[src/rtl/sequencer_avl_cmd_master_if.sv]
// Command/response and Avalon-MM bus bundle for sequencer_avl_cmd_master.
// The master modport is the command master's view: it takes commands, returns
// responses and drives the Avalon strobes. The slave modport is the mirror
// view used by whatever sits on the other side (sequencer and PHY manager).
interface sequencer_avl_cmd_master_if #(
    parameter int AVL_DATA_WIDTH = 32,
    parameter int AVL_ADDR_WIDTH = 16
);
    // Command side
    logic                      cmd_valid;
    logic                      cmd_ready;
    logic                      cmd_write;
    logic [AVL_ADDR_WIDTH-1:0] cmd_address;
    logic [AVL_DATA_WIDTH-1:0] cmd_writedata;

    // Response side
    logic                      resp_valid;
    logic [AVL_DATA_WIDTH-1:0] resp_readdata;
    logic                      resp_error;

    // Avalon-MM side
    logic [AVL_ADDR_WIDTH-1:0] avl_address;
    logic                      avl_write;
    logic [AVL_DATA_WIDTH-1:0] avl_writedata;
    logic                      avl_read;
    logic [AVL_DATA_WIDTH-1:0] avl_readdata;
    logic                      avl_waitrequest;

    modport master (
        input  cmd_valid, cmd_write, cmd_address, cmd_writedata,
        input  avl_readdata, avl_waitrequest,
        output cmd_ready, resp_valid, resp_readdata, resp_error,
        output avl_address, avl_write, avl_writedata, avl_read
    );

    modport slave (
        output cmd_valid, cmd_write, cmd_address, cmd_writedata,
        output avl_readdata, avl_waitrequest,
        input  cmd_ready, resp_valid, resp_readdata, resp_error,
        input  avl_address, avl_write, avl_writedata, avl_read
    );
endinterface

[src/rtl/sequencer_avl_cmd_master.sv]
// sequencer_avl_cmd_master
// Avalon-MM master issuing single reads/writes on behalf of the calibration
// sequencer. A valid/ready command becomes one Avalon strobe that is held
// through waitrequest, followed by a forced strobe-low gap of GAP_CYCLES
// cycles. Completion is reported with a one-cycle resp_valid pulse.
//
// Optional build macro: SEQ_AVL_CMD_MASTER_TIMEOUT_EN
//   When defined, a saturating wait counter aborts an access whose
//   waitrequest stays high for TIMEOUT_CYCLES cycles and reports resp_error.
//   When undefined, no counter is built, REQ waits forever, resp_error = 0.
module sequencer_avl_cmd_master #(
    parameter int AVL_DATA_WIDTH = 32,
    parameter int AVL_ADDR_WIDTH = 16,
    parameter int GAP_CYCLES     = 1,
    parameter int TIMEOUT_WIDTH  = 10,
    parameter int TIMEOUT_CYCLES = 1000
) (
    input logic                        avl_clk,
    input logic                        avl_reset,
    sequencer_avl_cmd_master_if.master bus
);

    localparam logic [1:0] IDLE = 2'd0;
    localparam logic [1:0] REQ  = 2'd1;
    localparam logic [1:0] GAP  = 2'd2;

    // Last value of the gap counter before returning to IDLE.
    localparam logic [3:0] GAP_LAST = 4'(GAP_CYCLES - 1);

    // Out-of-range configurations show up as this marker scope in the
    // elaborated hierarchy; it carries no logic.
    if (GAP_CYCLES < 1 || GAP_CYCLES > 15 ||
        TIMEOUT_CYCLES >= (2 ** TIMEOUT_WIDTH)) begin : g_illegal_config
    end

    logic [1:0]                state_reg;
    logic [3:0]                gap_cnt_reg;
    logic [AVL_ADDR_WIDTH-1:0] avl_address_reg;
    logic [AVL_DATA_WIDTH-1:0] avl_writedata_reg;
    logic                      avl_read_reg;
    logic                      avl_write_reg;
    logic                      resp_valid_reg;
    logic [AVL_DATA_WIDTH-1:0] resp_readdata_reg;
    logic                      timeout_hit;

    // Only cmd_ready is combinational: it reflects IDLE and is masked by reset.
    assign bus.cmd_ready     = (state_reg == IDLE) && !avl_reset;
    assign bus.avl_address   = avl_address_reg;
    assign bus.avl_writedata = avl_writedata_reg;
    assign bus.avl_read      = avl_read_reg;
    assign bus.avl_write     = avl_write_reg;
    assign bus.resp_valid    = resp_valid_reg;
    assign bus.resp_readdata = resp_readdata_reg;

`ifdef SEQ_AVL_CMD_MASTER_TIMEOUT_EN
    localparam logic [TIMEOUT_WIDTH-1:0] WAIT_MAX   = '1;
    localparam logic [TIMEOUT_WIDTH-1:0] WAIT_LIMIT = TIMEOUT_WIDTH'(TIMEOUT_CYCLES);

    logic [TIMEOUT_WIDTH-1:0] wait_cnt_reg;
    logic [TIMEOUT_WIDTH-1:0] wait_cnt_next;
    logic                     resp_error_reg;

    // Saturating increment; abort when this stalled cycle brings the count
    // up to the limit, so the strobe is high for exactly TIMEOUT_CYCLES.
    always_comb begin
        wait_cnt_next = (wait_cnt_reg == WAIT_MAX) ? wait_cnt_reg : wait_cnt_reg + 1'b1;
        timeout_hit   = bus.avl_waitrequest && (wait_cnt_next >= WAIT_LIMIT);
    end

    // Wait counter: cleared when a command enters REQ, counts stalled REQ cycles.
    always_ff @(posedge avl_clk) begin
        if (avl_reset) begin
            wait_cnt_reg <= '0;
        end else if (state_reg == IDLE && bus.cmd_valid) begin
            wait_cnt_reg <= '0;
        end else if (state_reg == REQ && bus.avl_waitrequest) begin
            wait_cnt_reg <= wait_cnt_next;
        end
    end

    // Error flag follows each REQ exit; normal completion takes priority.
    always_ff @(posedge avl_clk) begin
        if (avl_reset) begin
            resp_error_reg <= 1'b0;
        end else if (state_reg == REQ) begin
            if (!bus.avl_waitrequest) begin
                resp_error_reg <= 1'b0;
            end else if (timeout_hit) begin
                resp_error_reg <= 1'b1;
            end
        end
    end

    assign bus.resp_error = resp_error_reg;
`else
    assign timeout_hit    = 1'b0;
    assign bus.resp_error = 1'b0;
`endif

    // Main sequencing: command latch, strobe hold, completion capture, gap.
    always_ff @(posedge avl_clk) begin
        if (avl_reset) begin
            state_reg         <= IDLE;
            gap_cnt_reg       <= '0;
            avl_address_reg   <= '0;
            avl_writedata_reg <= '0;
            avl_read_reg      <= 1'b0;
            avl_write_reg     <= 1'b0;
            resp_valid_reg    <= 1'b0;
            resp_readdata_reg <= '0;
        end else begin
            resp_valid_reg <= 1'b0;
            case (state_reg)
                IDLE: begin
                    if (bus.cmd_valid) begin
                        avl_address_reg   <= bus.cmd_address;
                        avl_writedata_reg <= bus.cmd_writedata;
                        avl_write_reg     <= bus.cmd_write;
                        avl_read_reg      <= !bus.cmd_write;
                        state_reg         <= REQ;
                    end
                end
                REQ: begin
                    if (!bus.avl_waitrequest) begin
                        avl_read_reg      <= 1'b0;
                        avl_write_reg     <= 1'b0;
                        resp_valid_reg    <= 1'b1;
                        resp_readdata_reg <= avl_read_reg ? bus.avl_readdata : '0;
                        gap_cnt_reg       <= '0;
                        state_reg         <= GAP;
                    end else if (timeout_hit) begin
                        avl_read_reg      <= 1'b0;
                        avl_write_reg     <= 1'b0;
                        resp_valid_reg    <= 1'b1;
                        resp_readdata_reg <= '0;
                        gap_cnt_reg       <= '0;
                        state_reg         <= GAP;
                    end
                end
                GAP: begin
                    if (gap_cnt_reg == GAP_LAST) begin
                        state_reg <= IDLE;
                    end else begin
                        gap_cnt_reg <= gap_cnt_reg + 1'b1;
                    end
                end
                default: begin
                    state_reg <= IDLE;
                end
            endcase
        end
    end

endmodule
[src/flat_wrapper.sv]
// flat-port wrapper written by rule: the top's interface ports become plain ports
module sequencer_avl_cmd_master_flat 
#(
    parameter int AVL_DATA_WIDTH = 32,
    parameter int AVL_ADDR_WIDTH = 16,
    parameter int GAP_CYCLES     = 1,
    parameter int TIMEOUT_WIDTH  = 10,
    parameter int TIMEOUT_CYCLES = 1000
)
  (avl_clk, avl_reset, bus_cmd_valid, bus_cmd_write, bus_cmd_address, bus_cmd_writedata, bus_avl_readdata, bus_avl_waitrequest, bus_cmd_ready, bus_resp_valid, bus_resp_readdata, bus_resp_error, bus_avl_address, bus_avl_write, bus_avl_writedata, bus_avl_read);
  sequencer_avl_cmd_master_if #(.AVL_DATA_WIDTH(AVL_DATA_WIDTH), .AVL_ADDR_WIDTH(AVL_ADDR_WIDTH)) bus_i ();
  input logic avl_clk;
  input logic avl_reset;
  input wire logic [$bits(bus_i.cmd_valid)-1:0] bus_cmd_valid;
  input wire logic [$bits(bus_i.cmd_write)-1:0] bus_cmd_write;
  input wire logic [$bits(bus_i.cmd_address)-1:0] bus_cmd_address;
  input wire logic [$bits(bus_i.cmd_writedata)-1:0] bus_cmd_writedata;
  input wire logic [$bits(bus_i.avl_readdata)-1:0] bus_avl_readdata;
  input wire logic [$bits(bus_i.avl_waitrequest)-1:0] bus_avl_waitrequest;
  output wire logic [$bits(bus_i.cmd_ready)-1:0] bus_cmd_ready;
  output wire logic [$bits(bus_i.resp_valid)-1:0] bus_resp_valid;
  output wire logic [$bits(bus_i.resp_readdata)-1:0] bus_resp_readdata;
  output wire logic [$bits(bus_i.resp_error)-1:0] bus_resp_error;
  output wire logic [$bits(bus_i.avl_address)-1:0] bus_avl_address;
  output wire logic [$bits(bus_i.avl_write)-1:0] bus_avl_write;
  output wire logic [$bits(bus_i.avl_writedata)-1:0] bus_avl_writedata;
  output wire logic [$bits(bus_i.avl_read)-1:0] bus_avl_read;
  assign bus_i.cmd_valid = bus_cmd_valid;
  assign bus_i.cmd_write = bus_cmd_write;
  assign bus_i.cmd_address = bus_cmd_address;
  assign bus_i.cmd_writedata = bus_cmd_writedata;
  assign bus_i.avl_readdata = bus_avl_readdata;
  assign bus_i.avl_waitrequest = bus_avl_waitrequest;
  assign bus_cmd_ready = bus_i.cmd_ready;
  assign bus_resp_valid = bus_i.resp_valid;
  assign bus_resp_readdata = bus_i.resp_readdata;
  assign bus_resp_error = bus_i.resp_error;
  assign bus_avl_address = bus_i.avl_address;
  assign bus_avl_write = bus_i.avl_write;
  assign bus_avl_writedata = bus_i.avl_writedata;
  assign bus_avl_read = bus_i.avl_read;
  sequencer_avl_cmd_master #(.AVL_DATA_WIDTH(AVL_DATA_WIDTH), .AVL_ADDR_WIDTH(AVL_ADDR_WIDTH), .GAP_CYCLES(GAP_CYCLES), .TIMEOUT_WIDTH(TIMEOUT_WIDTH), .TIMEOUT_CYCLES(TIMEOUT_CYCLES)) u_core (.avl_clk(avl_clk), .avl_reset(avl_reset), .bus(bus_i));
endmodule
[config.mk]
export PLATFORM = sky130hd
export DESIGN_NAME = sequencer_avl_cmd_master_flat
export DESIGN_NICKNAME = d
export VERILOG_FILES = /design/src/rtl/sequencer_avl_cmd_master_if.sv /design/src/rtl/sequencer_avl_cmd_master.sv /design/src/flat_wrapper.sv
export SDC_FILE = /design/constraint.sdc
export NUM_CORES = 1
export LEC_CHECK = 0
export ABC_AREA = 1
export CAP_MARGIN = 30
export CORE_UTILIZATION = 39
export CTS_CLUSTER_SIZE = 8
export DETAILED_ROUTE_END_ITERATION = 16
export PLACE_DENSITY = 0.87
export REMOVE_ABC_BUFFERS = 1
export SKIP_LAST_GASP = 1
export SYNTH_ARGS = -nofsm -noshare
export SYNTH_HDL_FRONTEND = slang
export SYNTH_SLANG_ARGS = --single-unit
[constraint.sdc]
create_clock -name avl_clk -period 1.4 [get_ports avl_clk]
set_input_delay 0.42 -clock avl_clk [delete_from_list [all_inputs] [get_ports avl_clk]]
set_output_delay 0.42 -clock avl_clk [all_outputs]
set_load 0.01 [all_outputs]
==> impl_summary.txt, run 1 <==
----------------------------------------------------
[Global route]
  Overflow left after global routing ... 0
  Number of global-route vias before repair ... between 3k and 4k
  Pin count of the biggest net entering global routing ... 38
  Number of antenna violations at the first check in global routing ... 0
  Wire length of the first global-routing pass ... about 15 mm
  Total Routing Usage GR ... 0.2135

[Pwr]
  Leakage power total ... 2.091 nW
  Switching power summed over all nets ... 1.508 mW
  Combinational cell fraction of total power ... 0.172
  Sequential cell fraction of total power ... 0.513
  Share of power burned in the clock network ... 0.316
  Fraction of power spent switching nets ... 0.2811
  Peak supply drop ... around 0.52 mV
  Cell-internal power ... about 3.9 mW
  Pwr Density ... 1071 nW/um2

[Final layout]
  Nets ... about 670
  Most common cell after layout, fill and taps aside ... nor2_1
  Share of post-route cells with drive strength above 1 ... 0.1935
  Synth-to-Final Area Change ... 54.00%
  Top library cells by usage in the layout, fill and taps aside ... nor2_1 (101), clkdlybuf4s50_1 (84), dfxtp_1 (78)
  Number of antenna diodes ... 0
  Final core occ ... 0.6352
  Count of filler cells inserted in the layout ... approximately 680

[Synth]
  Cell types with the largest area share after synthesis ... dfxtp_1 (55%), nor2_1 (12%), o21ai_0 (8.0%), nand2_1 (5.5%), nand3_1 (5.4%)
  EDFF count, synth ... 0
  Post-synth ARST share ... 0
  Yosys cell types ... 22
  Post-synthesis area per instance ... about 7.8 um2
  Top-area cell type share of the netlist area ... 0.5477
  Post-synthesis sequential area ratio ... 0.5477
  Post-Synthesis Cells ... roughly 420
  Synth Register Bits ... 89
  Post-synth design cell area ... between 3000 and 4000 um2
  Predominant post-synthesis flop cell ... dfxtp_1
  Cell type with the highest aggregate area in the netlist ... dfxtp_1
  Ys Warns ... 0

[CTS]
  Clock tree from TritonCTS ... built
  Clock insertion delay at the later pin of the skew report ... 0.36 ns
  Longest Clk Path Bufs ... 2
  Clock root buffer ... clkbuf_8
  Number of CTS-inserted buffers ... 9
  # H-tree levels ... 3
  Hold buffers post-CTS ... 0
  Clock sinks ... 89
  Reg clk slew, reported paths ... about 0.090 ns

[Critical path]
  Endpoint arrival time on the critical path ... 1.07 ns
  CP Capture Type ... output pin
  Crit start category ... input port
  Worst setup path startpoint ... avl_reset
  Required time worst endpoint ... just under 1 ns
  Worst setup path endpoint ... bus_cmd_ready
  Start of the worst register-to-register path ... u_core.state_reg[1]
  Maximum fanout along the worst path ... 2
  Cell depth of the worst flop-to-flop path ... 7
  Reg2Reg Capture Point ... u_core.gap_cnt_reg[2]
  Flop2flop setup slack ... 0.12 ns
  Startpoint-to-endpoint class of the critical path ... in -> out

[STA]
  Max Clk Rate ... roughly 0.67 GHz
  Final worst path period share ... 1.067
  Number of setup violations in the final report ... 1
  Total count of hold-check failures in the final report ... 0
  Final min period ... 1.494 ns
  Final Skew ... roughly 0.016 ns
  Final-report max-slew violation count ... 0
  Final WS setup ... -0.09391 ns
  RSZ-0062 raised after global routing ... yes
  Final worst hold slack ... slightly below 0.5 ns

[Floorplanning]
  Placement Rows ... 32
  Top-level I/O count ... 170
  Starting density of the core ... 0.4124
  Width of the chip ... approximately 93 um
  Vertical die dimension ... roughly 93 um
  Overall die area ... slightly below 9000 um2
  CORE AREA ... 7888 um2

[Flow run]
  Number of max-cap violations ... 0

[Placed design]
  Last weighted congestion value of the routability-driven placer ... ~0.73
  Pre-CTS setup slack ... -0.5263 ns
  Detail Placement HPWL ... around 6.7 mm
  # port buffers ... between 150 and 200

[Hold path]
  Worst Hold Launch ... u_core.bus.resp_readdata[22]
  Worst min path class ... reg -> reg

[Detailed routing]
  DRC violation total after the first TritonRoute iteration ... 122
  Total wire length ... roughly 9.1 mm
  Total number of vias ... 3343
  Antenna Nets Post-Route ... 0
  # DRC ... 0
  Number of vias per cell ... 4.873
  Iteration count of the initial detailed-routing pass ... 4
  Post-DR wirelength/cell ... around 13 um

[Status]
  Run status ... finished with violations
  Violations in the final reports ... setup timing

----------------------------------------------------
cell usage after synthesis (9+ instances only):
| library cell | n |
|---|---|
| inv_1 | 11 |
| dfxtp_1 | 89 |
| clkbuf_1 | 9 |
| nand2_1 | 48 |
| buf_2 | 15 |
| nand3_1 | 35 |
| o21ai_0 | 52 |
| nor2_1 | 101 |
| o21ai_1 | 29 |
| a21oi_1 | 9 |
through the flow:
stage	total power, mW	std cells	TNS [ns]	instance area (um2)
floorplan	3.157	384	-20.22	3082
global placement	3.797	670	-19.66	5049
detailed placement	3.830	670	-21.46	5049
CTS	5.454	686	-0.2466	5234
global route	5.639	686	-0.1468	5010
finish	5.365	686	-0.09391	5010
per-layer routing:
layer / wire (um) / vias to the layer above / track usage
li1: - / 1665 / -
met1: 3810 / 1498 / 0.2464
met2: 4381 / 161 / 0.3646
met3: 765 / 19 / 0.06016
met4: 191 / 0 / 0.09872
met5: 0 / - / 0
worst max-delay path, cell delays in order:
cell and delay (ns):
clkdlybuf4s50_1 0.42, nor2_1 0.10, buf_2 0.14
what timing repair did:
item,CTS,global route
pin swaps,0,1
setup endpoints to repair,85,73
resized for setup,165,81
buffers inserted,0,0
how the worst min path moves through the flow:
stage | to | slack, ns | cells after the start
after floorplan | u_core.gap_cnt_reg[0] | 0.45 | 1
after global placement | u_core.bus.resp_readdata[0] | 0.46 | 2
after detailed placement | u_core.bus.resp_readdata[20] | 0.47 | 2
after CTS | u_core.bus.resp_readdata[10] | 0.48 | 2
after global routing | u_core.bus.resp_readdata[30] | 0.50 | 2
final | u_core.bus.resp_readdata[22] | 0.48 | 2
layout make-up:
class | instances | area [um2] | share of cell area
clock buffer | 9 | 123.9 | 0.02473
clock inverter | 7 | 70.07 | 0.01399
inverter | 13 | 50.05 | 0.009990
timing repair buffer | 184 | 1593 | 0.3179
multi-input combinational | 282 | 1250 | 0.2495
tap | 102 | 127.6 | 0.02547
sequential | 89 | 1795 | 0.3584
kinds of logic (layout without fill, tap and decap cells):
family,count (synthesis),after routing,synth area share
other,1,1,0.001153
AO/OA/AOI/OAI,90,90,0.1385
adder cells (fa/ha/maj),2,2,0.007691
AND/OR/NAND/NOR,189,189,0.2369
buffers and inverters,44,213,0.06807
flip-flops,89,89,0.5477
power by group through the flow:
stage | Clock, mW | Combinational (mW) | Sequential [mW]
2_1_floorplan | 0 | 0.283 | 2.87
3_3_place_gp | 0 | 1.00 | 2.80
3_5_place_dp | 0 | 1.02 | 2.81
4_1_cts | 1.75 | 0.960 | 2.75
5_1_grt | 1.86 | 1.02 | 2.77
6_report | 1.69 | 0.921 | 2.75
No activity file was read; power rests on OpenSTA's default activity.
==> run 2, diff against run 1 <==
--- a/config.mk
+++ b/config.mk
@@ -7,6 +7,7 @@
 export LEC_CHECK = 0
 export ABC_AREA = 1
 export CAP_MARGIN = 30
+export CORE_MARGIN = 4
 export CORE_UTILIZATION = 39
 export CTS_CLUSTER_SIZE = 8
 export DETAILED_ROUTE_END_ITERATION = 16
==> run 2 against run 1 <==
Against the previous run: the run still ends with setup timing left; via count up 0.93%; core utilization down 1.2 points; sequential cell count did not move; hold slack got worse by 0.0038 ns; non-clock buffer count unchanged; die area rose by 13%; register-to-register slack is essentially flat; clock power grew 21%; critical path type unchanged; critical path depth unchanged.
==> impl_summary.txt, run 2 (synthesis results as in run 1) <==
----------------------------------------------------
[Status]
  Run status ... finished with violations (unchanged)
  Violations in the final reports ... setup timing (unchanged)

[Detailed routing]
  Post-DR wirelength/cell ... 13.80 um (was 13.34 um)
  Antenna Nets Post-Route ... 0 (unchanged)
  WL met3 ... 901 um (was 765 um)
  Total wire length ... 9.496 mm (was 9.148 mm)
  Top routing layer used ... met4 (unchanged)
  # DRC ... 0 (unchanged)
  Total number of vias ... 3374 (was 3343)
  Routed wl met2 ... 4.640 mm (was 4.381 mm)
  DRC violation total after the first TritonRoute iteration ... 70 (was 122)
  Metal1 wirelength ... 3.843 mm (was 3.810 mm)
  Iteration count of the initial detailed-routing pass ... 4 (unchanged)
  Number of vias per cell ... 4.904 (was 4.873)

[Floorplanning]
  CORE AREA ... 8175 um2 (was 7888 um2)
  Width of the chip ... 99.33 um (was 93.33 um)
  Starting density of the core ... 0.3979 (was 0.4124)
  Placement Rows ... 33 (was 32)
  Vertical die dimension ... 99.33 um (was 93.33 um)
  Top-level I/O count ... 170 (unchanged)
  Overall die area ... 9866 um2 (was 8710 um2)

[CTS]
  # H-tree levels ... 3 (unchanged)
  Reg clk slew, reported paths ... 0.08 ns (was 0.09 ns)
  Clock sinks ... 89 (unchanged)
  Number of CTS-inserted buffers ... 9 (unchanged)
  Hold buffers post-CTS ... 0 (unchanged)
  Clock insertion delay at the later pin of the skew report ... 0.34 ns (was 0.36 ns)
  Clock tree from TritonCTS ... built (unchanged)
  Clock root buffer ... clkbuf_8 (unchanged)
  Longest Clk Path Bufs ... 2 (unchanged)

[Global route]
  Number of global-route vias before repair ... 3230 (was 3151)
  Pin count of the biggest net entering global routing ... 49 (was 38)
  Total Routing Usage GR ... 0.1879 (was 0.2135)
  Wire length of the first global-routing pass ... 15.07 mm (was 14.59 mm)
  Overflow left after global routing ... 0 (unchanged)
  Number of antenna violations at the first check in global routing ... 0 (unchanged)

[Final layout]
  Synth-to-Final Area Change ... 56.62% (was 54.00%)
  Finished Cell Area ... 5095 um2 (was 5010 um2)
  Most common cell after layout, fill and taps aside ... nor2_1 (unchanged)
  Nets ... 666 (unchanged)
  Number of antenna diodes ... 0 (unchanged)
  Share of post-route cells with drive strength above 1 ... 0.1458 (was 0.1935)
  Final core occ ... 0.6232 (was 0.6352)
  Top library cells by usage in the layout, fill and taps aside ... nor2_1 (101), dfxtp_1 (87), clkdlybuf4s50_1 (84) (was nor2_1 (101), clkdlybuf4s50_1 (84), dfxtp_1 (78))

[Hold path]
  Worst min path class ... reg -> reg (unchanged)
  Worst Hold Launch ... u_core.bus.resp_readdata[23] (was u_core.bus.resp_readdata[22])
  Endpoint, Worst Hold ... u_core.bus.resp_readdata[23] (was u_core.bus.resp_readdata[22])
  Hold Path Cell Cnt ... 2 (unchanged)

[STA]
  Max Clk Rate ... 0.6604 GHz (was 0.6694 GHz)
  Total count of hold-check failures in the final report ... 0 (unchanged)
  Final min period ... 1.514 ns (was 1.494 ns)
  Final worst path period share ... 1.082 (was 1.067)
  Final Skew ... 0.007377 ns (was 0.01581 ns)
  Final-report max-slew violation count ... 0 (unchanged)
  Final WS setup ... -0.1142 ns (was -0.09391 ns)
  Summed negative setup slack over all endpoints ... -0.1142 ns (was -0.09391 ns)
  Number of setup violations in the final report ... 1 (unchanged)
  RSZ-0062 raised after global routing ... yes (unchanged)

[Critical path]
  Maximum fanout along the worst path ... 2 (unchanged)
  Required time worst endpoint ... 0.98 ns (about the same)
  Cell depth of the worst flop-to-flop path ... 6 (was 7)
  Crit start category ... input port (unchanged)
  Flop2flop setup slack ... 0.12 ns (about the same)
  Endpoint arrival time on the critical path ... 1.09 ns (was 1.07 ns)
  Start of the worst register-to-register path ... u_core.state_reg[1] (unchanged)
  Startpoint-to-endpoint class of the critical path ... in -> out (unchanged)
  Reg2Reg Capture Point ... u_core.bus.resp_readdata[7] (was u_core.gap_cnt_reg[2])
  Critical Path, Cell by Cell ... clkdlybuf4s50_1, nor2_1, buf_2 (unchanged)
  Critical-path cell with the highest stage delay ... clkdlybuf4s50_1 (unchanged)
  CP Capture Type ... output pin (unchanged)
  Worst path max stage delay ... 0.43 ns (was 0.42 ns)

[Placed design]
  Last weighted congestion value of the routability-driven placer ... 0.8085 (was 0.7331)
  Placed Instance Area ... 5070 um2 (was 5049 um2)
  Detail Placement HPWL ... 7.028 mm (was 6.707 mm)
  # port buffers ... 168 (unchanged)

[Pwr]
  Pwr Density ... 1122 nW/um2 (was 1071 nW/um2)
  Peak supply drop ... 0.6188 mV (was 0.5206 mV)
  Leakage power total ... 2.127 nW (was 2.091 nW)
  Post-route total power ... 5.719 mW (was 5.365 mW)

[Flow run]
  Number of max-cap violations ... 0 (unchanged)

----------------------------------------------------
## run 2: changes by cell type in the layout (fill, tap and decap cells not counted), sizes merged, moves of 3 or more
cell,delta
dlygate4sd2,+3
bufinv,+3
clkbuf,-8
clkdlybuf4s15,+6
inv,-5
## run 2: cell type report
cell class / instances / area, um2
Fill cell: 722 / 3080
Clock inverter: 6 / 107.6
Sequential cell: 89 / 1787
Multi-Input combinational cell: 282 / 1255
Inverter: 13 / 50.05
Clock buffer: 9 / 123.9
Timing Repair Buffer: 184 / 1640
Tap cell: 105 / 131.4
## run 2: worst max-delay path: cells and delay by family
family        cells  cell delay (ns)
buf+inv           2             0.57
simple gates      1             0.11
## run 2: repair_timing
item,CTS,global route
pin swaps,0,1
endpoints found under the setup margin,84,70
buffers inserted,1,0
gates resized for setup,134,81
gates cloned,0,0
## run 2: how the worst max path moves through the flow
| stage | start | to | slack (ns) | cells past startpoint |
|---|---|---|---|---|
| 6_report | avl_reset | bus_cmd_ready | -0.11 | 3 |
| 5_1_grt | avl_reset | bus_cmd_ready | -0.15 | 3 |
| 4_1_cts | avl_reset | bus_cmd_ready | -0.26 | 3 |
| 3_5_place_dp | avl_reset | bus_cmd_ready | -0.53 | 3 |
| 3_3_place_gp | avl_reset | bus_cmd_ready | -0.52 | 3 |
| 2_1_floorplan | avl_reset | u_core.bus.resp_readdata[0] | -0.58 | 3 |
## run 2: metrics by stage
stage | std cells | hold WS [ns] | worst slack (ns)
finish | 688 | 0.4792 | -0.1142
global route | 688 | 0.4964 | -0.1524
CTS | 688 | 0.4784 | -0.2599
detailed placement | 672 | 0.4686 | -0.5268
global placement | 672 | 0.4618 | -0.5159
floorplan | 384 | 0.4503 | -0.5827
## run 2: power by group
part | switching (mW) | internal [mW] | leakage [nW]
logic | 0.443 | 0.494 | 1.28
registers | 0.0749 | 2.67 | 0.730
clock network | 0.866 | 1.17 | 0.115
## run 2: routing by layer
metal  vias to the layer above  GRT usage
met3                        10    0.06381
met1                      1559     0.2112
met4                         0    0.05672
met5                         -          0
li1                       1665          -
met2                       140     0.3352
==> run 3, diff against run 2 <==
--- a/config.mk
+++ b/config.mk
@@ -11,6 +11,7 @@
 export CORE_UTILIZATION = 39
 export CTS_CLUSTER_SIZE = 8
 export DETAILED_ROUTE_END_ITERATION = 16
+export GPL_TIMING_DRIVEN = 0
 export PLACE_DENSITY = 0.87
 export REMOVE_ABC_BUFFERS = 1
 export SKIP_LAST_GASP = 1
==> run 3 against run 2 <==
Against the previous run: the run still ends with setup timing left; register-to-register slack lost 0.03 ns; total power fell by 0.74%; combinational power rose by 3.8%; first-iteration DRC count grew 8.6%; final area up 0.52%; clock power is 4% lower; critical path type is now reg -> out; highest routed layer unchanged.
==> impl_summary.txt, run 3 (synthesis results as in run 1) <==
----------------------------------------------------
[Status]
  Run status ... finished with violations (unchanged)
  Violations in the final reports ... setup timing (unchanged)

[STA]
  Final WS setup ... -0.1064 ns (was -0.1142 ns)
  Final min period ... 1.506 ns (was 1.514 ns)
  Number of setup violations in the final report ... 1 (unchanged)
  Final-report max-slew violation count ... 0 (unchanged)
  Final worst path period share ... 1.076 (was 1.082)
  Total count of hold-check failures in the final report ... 0 (unchanged)
  Summed negative setup slack over all endpoints ... -0.1064 ns (was -0.1142 ns)
  Max Clk Rate ... 0.6638 GHz (was 0.6604 GHz)
  RSZ-0062 raised after global routing ... yes (unchanged)
  Final Skew ... 0.007754 ns (was 0.007377 ns)

[CTS]
  Clock insertion delay at the later pin of the skew report ... 0.35 ns (was 0.34 ns)
  Clock sinks ... 89 (unchanged)
  Reg clk slew, reported paths ... 0.09 ns (was 0.08 ns)
  Longest Clk Path Bufs ... 2 (unchanged)
  Clock tree from TritonCTS ... built (unchanged)
  Clock root buffer ... clkbuf_8 (unchanged)
  # H-tree levels ... 3 (unchanged)
  Number of CTS-inserted buffers ... 9 (unchanged)

[Detailed routing]
  DRC violation total after the first TritonRoute iteration ... 76 (was 70)
  Total number of vias ... 3386 (was 3374)
  # DRC ... 0 (unchanged)
  Post-DR wirelength/cell ... 15.01 um (was 13.80 um)
  Iteration count of the initial detailed-routing pass ... 4 (unchanged)
  Antenna Nets Post-Route ... 0 (unchanged)
  Number of vias per cell ... 4.907 (was 4.904)
  Total wire length ... 10.36 mm (was 9.496 mm)

[Global route]
  Pin count of the biggest net entering global routing ... 53 (was 49)
  Number of global-route vias before repair ... 3241 (was 3230)
  Number of antenna violations at the first check in global routing ... 0 (unchanged)
  Overflow left after global routing ... 0 (unchanged)
  Total Routing Usage GR ... 0.1958 (was 0.1879)
  Wire length of the first global-routing pass ... 15.59 mm (was 15.07 mm)

[Pwr]
  Leakage power total ... 2.160 nW (was 2.127 nW)
  Pwr Density ... 1108 nW/um2 (was 1122 nW/um2)
  Sequential cell fraction of total power ... 0.483 (was 0.480)
  Combinational cell fraction of total power ... 0.171 (was 0.164)
  Peak supply drop ... 0.5226 mV (was 0.6188 mV)
  Cell-internal power ... 4.222 mW (was 4.335 mW)
  Share of power burned in the clock network ... 0.345 (was 0.356)
  Switching power summed over all nets ... 1.455 mW (was 1.383 mW)
  Fraction of power spent switching nets ... 0.2563 (was 0.2419)

[Placed design]
  DP Cell Count ... 661 (was 672)
  Detail Placement HPWL ... 6.695 mm (was 7.028 mm)
  Last weighted congestion value of the routability-driven placer ... 0.8020 (was 0.8085)
  # port buffers ... 168 (unchanged)
  Placed Instance Area ... 4972 um2 (was 5070 um2)

[Hold path]
  Worst Hold Launch ... avl_reset (was u_core.bus.resp_readdata[23])
  Worst min path class ... in -> reg (was reg -> reg)
  Endpoint, Worst Hold ... u_core.state_reg[0] (was u_core.bus.resp_readdata[23])
  Hold Path Cell Cnt ... 2 (unchanged)

[Final layout]
  Area of combinational cells with multiple inputs ... 1326 um2 (was 1255 um2)
  Finished Cell Area ... 5121 um2 (was 5095 um2)
  Count of filler cells inserted in the layout ... 696 (was 722)
  Synth-to-Final Area Change ... 57.42% (was 56.62%)
  Final std cells w/o fill ... 690 (was 688)
  Number of antenna diodes ... 0 (unchanged)
  Most common cell after layout, fill and taps aside ... nor2_1 (unchanged)
  Share of post-route cells with drive strength above 1 ... 0.1778 (was 0.1458)
  Sequential cell area ... 1790 um2 (was 1787 um2)
  Top library cells by usage in the layout, fill and taps aside ... nor2_1 (101), dfxtp_1 (86), clkdlybuf4s50_1 (82) (was nor2_1 (101), dfxtp_1 (87), clkdlybuf4s50_1 (84))
  Nets ... 667 (was 666)

[Critical path]
  Worst setup path startpoint ... u_core.state_reg[0] (was avl_reset)
  Flop2flop setup slack ... 0.09 ns (was 0.12 ns)
  Cell depth of the worst flop-to-flop path ... 7 (was 6)
  Required time worst endpoint ... 0.98 ns (about the same)
  Reg2Reg Capture Point ... u_core.bus.resp_readdata[17] (was u_core.bus.resp_readdata[7])
  Endpoint arrival time on the critical path ... 1.09 ns (about the same)
  Maximum fanout along the worst path ... 3 (was 2)
  Worst path max stage delay ... 0.34 ns (was 0.43 ns)
  Critical-path cell with the highest stage delay ... dfxtp_2 (was clkdlybuf4s50_1)
  CP Capture Type ... output pin (unchanged)
  Startpoint-to-endpoint class of the critical path ... reg -> out (was in -> out)
  Critical Path, Cell by Cell ... nor2_4, inv_1, nor2_1, buf_2 (was clkdlybuf4s50_1, nor2_1, buf_2)
  Crit start category ... flop (was input port)
  Start of the worst register-to-register path ... u_core.state_reg[1] (unchanged)

[Floorplanning]
  CORE AREA ... 8175 um2 (unchanged)
  Starting density of the core ... 0.3979 (unchanged)
  Top-level I/O count ... 170 (unchanged)
  Overall die area ... 9866 um2 (unchanged)
  Vertical die dimension ... 99.33 um (unchanged)
  Width of the chip ... 99.33 um (unchanged)
  Placement Rows ... 33 (unchanged)

[Flow run]
  Number of max-cap violations ... 0 (unchanged)

----------------------------------------------------
run 3: cell types whose count changed in the layout (fill, tap and decap cells not counted), sizes merged:
cell           change
bufbuf             +1
clkinv             -1
clkdlybuf4s50      -2
dlymetal6s2s       +1
clkdlybuf4s15     -10
nand2              +3
dlygate4sd2        -3
buf                -4
clkbuf            +17
run 3: metal layers:
layer	GRT usage	share of wire	up-vias
met2	0.3280	0.47	155
met1	0.2225	0.40	1540
met5	0	0	-
li1	-	-	1674
met4	0.07248	0.014	0
met3	0.08275	0.11	17
run 3: critical path, delay by kind of cell (launching register included):
kind                   cells  cell delay (ns)
buffers and inverters      2             0.19
and+or+nand+nor            2             0.21
DFF                        1             0.34
run 3: through the flow:
step	util	worst slack [ns]	total power [mW]	hold slack, ns
floorplan	-	-0.5827	3.157	0.4503
global placement	0.5987	-1.984	3.738	0.4628
detailed placement	0.6082	-1.246	3.788	0.4683
CTS	0.6501	-0.1842	5.712	0.4407
global route	0.6264	-0.1795	5.927	0.4585
finish	0.6264	-0.1064	5.676	0.4658
run 3: worst max path at each step:
stage / to / slack [ns] / cells after the start
finish: bus_cmd_ready / -0.11 / 4
global route: bus_cmd_ready / -0.18 / 4
CTS: bus_cmd_ready / -0.18 / 4
detailed placement: u_core.bus.resp_readdata[0] / -1.25 / 6
global placement: u_core.bus.resp_readdata[0] / -1.98 / 4
floorplan: u_core.bus.resp_readdata[0] / -0.58 / 3
run 3: layout make-up:
cell class	count	share of cell area
Tap cell	105	0.02565
Sequential cell	89	0.3496
Clock buffer	12	0.02834
Timing Repair inverter	1	0.001222
Inverter	13	0.01466
Multi-Input combinational cell	285	0.2590
Clock inverter	4	0.01490
Timing Repair Buffer	181	0.3066
run 3: power groups by stage:
| stage | logic (mW) | clock network [mW] | registers, mW |
|---|---|---|---|
| floorplan | 0.283 | 0 | 2.87 |
| global placement | 0.929 | 0 | 2.81 |
| detailed placement | 0.984 | 0 | 2.80 |
| CTS | 0.971 | 2.00 | 2.74 |
| global route | 1.06 | 2.10 | 2.76 |
| finish | 0.973 | 1.96 | 2.74 |
run 3: what timing repair did:
| item | in CTS | in global routing |
|---|---|---|
| pin swaps | 3 | 3 |
| endpoints found under the hold margin | 0 | 0 |
| endpoints found under the setup margin | 172 | 155 |
| setup buffers | 5 | 4 |
| hold buffers | 0 | 0 |
| cloned | 2 | 3 |
| gates resized for setup | 156 | 97 |
==> variant, RTL diff (config.mk and constraints of run 2) <==
The option `SEQ_AVL_CMD_MASTER_TIMEOUT_EN` is turned on by a define.
--- a/src/rtl/sequencer_avl_cmd_master.sv
+++ b/src/rtl/sequencer_avl_cmd_master.sv
@@ -9,4 +9,6 @@
 //   waitrequest stays high for TIMEOUT_CYCLES cycles and reports resp_error.
 //   When undefined, no counter is built, REQ waits forever, resp_error = 0.
+`define SEQ_AVL_CMD_MASTER_TIMEOUT_EN
+
 module sequencer_avl_cmd_master #(
     parameter int AVL_DATA_WIDTH = 32,
Behaviour: no difference found for any inputs over 10 cycles, from zero or initial values and one cycle with avl_reset high; that may be too few to reach the edited logic, so the function may still have changed.
==> variant against run 2 <==
  * Setup slack lost 440 ps
  * Synthesized area rose by 30%
  * The flow still finishes with violations (setup timing)
  * Largest power group unchanged
  * Largest cell class is now multi-input combinational cells
  * Design area grew 36%
  * Sequential cell count is 11 higher
  * Routed wire length is 47% higher
  * Power increased by 15%
  * Highest routed layer unchanged
  * Via count rose by 39%
  * Maximum frequency decreased by 22%
  * Critical path type is now register to register
  * Core utilization grew 4.1 points
  * Count of clock-buffer cells in the layout rose by 2
  * Worst hold slack lost 11 ps
==> variant: results (changes against run 2) <==
- Outcome: complete, but fails checks
- Failing checks: setup timing
- Synth cell types: 30 (+36%)
- Synth top area cells: dfxtp_1 47%, nor2_1 13%, nand2_1 9.5%
- Worst setup margin: -550 ps (-436 ps)
- Final Skew: 7.57 ps (+0.191 ps)
- Routed len/inst: 14.8 um (+7.2%)
- Worst Tran Pin Value: roughly 330 ps
- Synth Area in XOR/XNOR: 0 (unchanged)
- Pre-antenna DRT Iters: 5 (+1)
- Routed vias: 4680 (+39%)
- Port bufs: 169 (+0.60%)
- Multi-input gate area: 2210 um2 (+76%)
- Required @ worst endpoint: 1700 ps (+720 ps)
- Fill count: 862 (+19%)
- Synth warn: 0 (unchanged)
- Global Route Usage Sum: 0.202 (+0.0142)
- Initial antenna violation count: 0 (unchanged)
- DP Worst Slack: -685 ps (-158 ps)
- Initial drt markers: 314 (+350%)
- Compound-Gate Fraction of Synth Area: 0.143 (+0.00478)
- Final number of setup-violating endpoints: 53 (+52)
- Cells after DPL: 907 (+35%)
- Largest net degree at the start of global routing: 39 (-20%)
- Clk_lat worst skew: 360 ps (+20 ps)
- Pleak: 2.93 nW (+38%)
- CTS clk-pin slew, worst paths: 100 ps (+20 ps)
- Cts bufs inserted: 9 (unchanged)
- Worst min path class: register to register
- Final Non-Filler Cells: 943 (+37%)
- First-pass GRT wire length: 20.9 mm (+39%)
- Layout cells sized above 1: 0.341 (+0.195)
- VDD IR-drop max: 0.000559 V (-9.7%)
- Synth async-reset ratio: 0 (unchanged)
- H-tree levels: 3 (unchanged)
- Clock root cell: clkbuf_8
- Post-synth top flop: dfxtp_1
- Post-synth top cells: 146 x nor2_1, 107 x nand2_1, 100 x dfxtp_1
- Synth Area in Adders: 0.00886 (+0.00117)
- Clock tree buffer depth: 2 (unchanged)
- Register area share after synthesis: 0.473 (-0.0752)
- Vias in the first global route: 4408 (+36%)
- Routability Congestion: 0.862 (+6.6%)
- Nets: 890 (+34%)
- TNS Setup: -18780 ps (-18670 ps)
- Average size of a mapped cell: 7.12 um2 (-9.2%)
- Area post-placement: 6370 um2 (+26%)
- Max FO, Critical Path: 7 (+5)
- Mux contribution to synthesized area: 0 (unchanged)
- Detailed placement HPWL: 8.87 mm (+26%)
variant: layer usage:
layer	GRT usage	wire length, um	up-vias
li1	-	-	2332
met1	0.228	5550	2135
met2	0.342	6800	189
met3	0.0787	1310	24
met4	0.0817	295	0
met5	0	0	-
variant: worst max-delay path, stage by stage (launching register included):
cell and delay (ps):
dfxtp_2 360, ha_4 160, nand2_4 60, nor2_4 120
nand3_4 150, nand3_2 120, nand2_1 90, nor2_4 160
nand2_8 100, nand2_8 110, buf_6 120, nand3_1 120
a21oi_1 200
variant: logic make-up (layout without fill, tap and decap cells):
family	count (synthesis)	count (layout)
buf+inv	66	277
fa+ha+maj	3	3
simple gates	314	315
flops	100	100
compound gates	112	112
variant: path summary, 6_finish.rpt:
kind                                                    from  depth (start not counted)  slack, ps                           end
worst max-delay path                  u_core.wait_cnt_reg[1]                         12       -550   u_core.bus.resp_readdata[5]
worst min-delay path            u_core.bus.resp_readdata[17]                          2        470  u_core.bus.resp_readdata[17]
worst max register to register        u_core.wait_cnt_reg[1]                         12       -550   u_core.bus.resp_readdata[5]
worst min register to register  u_core.bus.resp_readdata[17]                          2        470  u_core.bus.resp_readdata[17]
variant: area by class of cell:
class,count,share of cell area
timing repair buffer,231,0.317
tap,136,0.0245
clock inverter,5,0.00504
timing repair inverter,1,0.00108
sequential,100,0.295
inverter,29,0.0162
clock buffer,11,0.0218
multi-input combinational,430,0.319
variant: what timing repair did:
item | 4_1_cts | 5_1_grt
gates cloned | 3 | 5
setup buffers | 7 | 5
gates resized for setup | 254 | 160
pin swaps | 8 | 19
setup endpoints to repair | 143 | 169
variant: power by group:
part           switching [mW]  leakage, nW  internal, mW
Combinational           0.802         2.00         0.821
Clock                    1.04       0.0957         0.749
Sequential              0.116        0.836          3.06
Total                    1.95         2.93          4.63
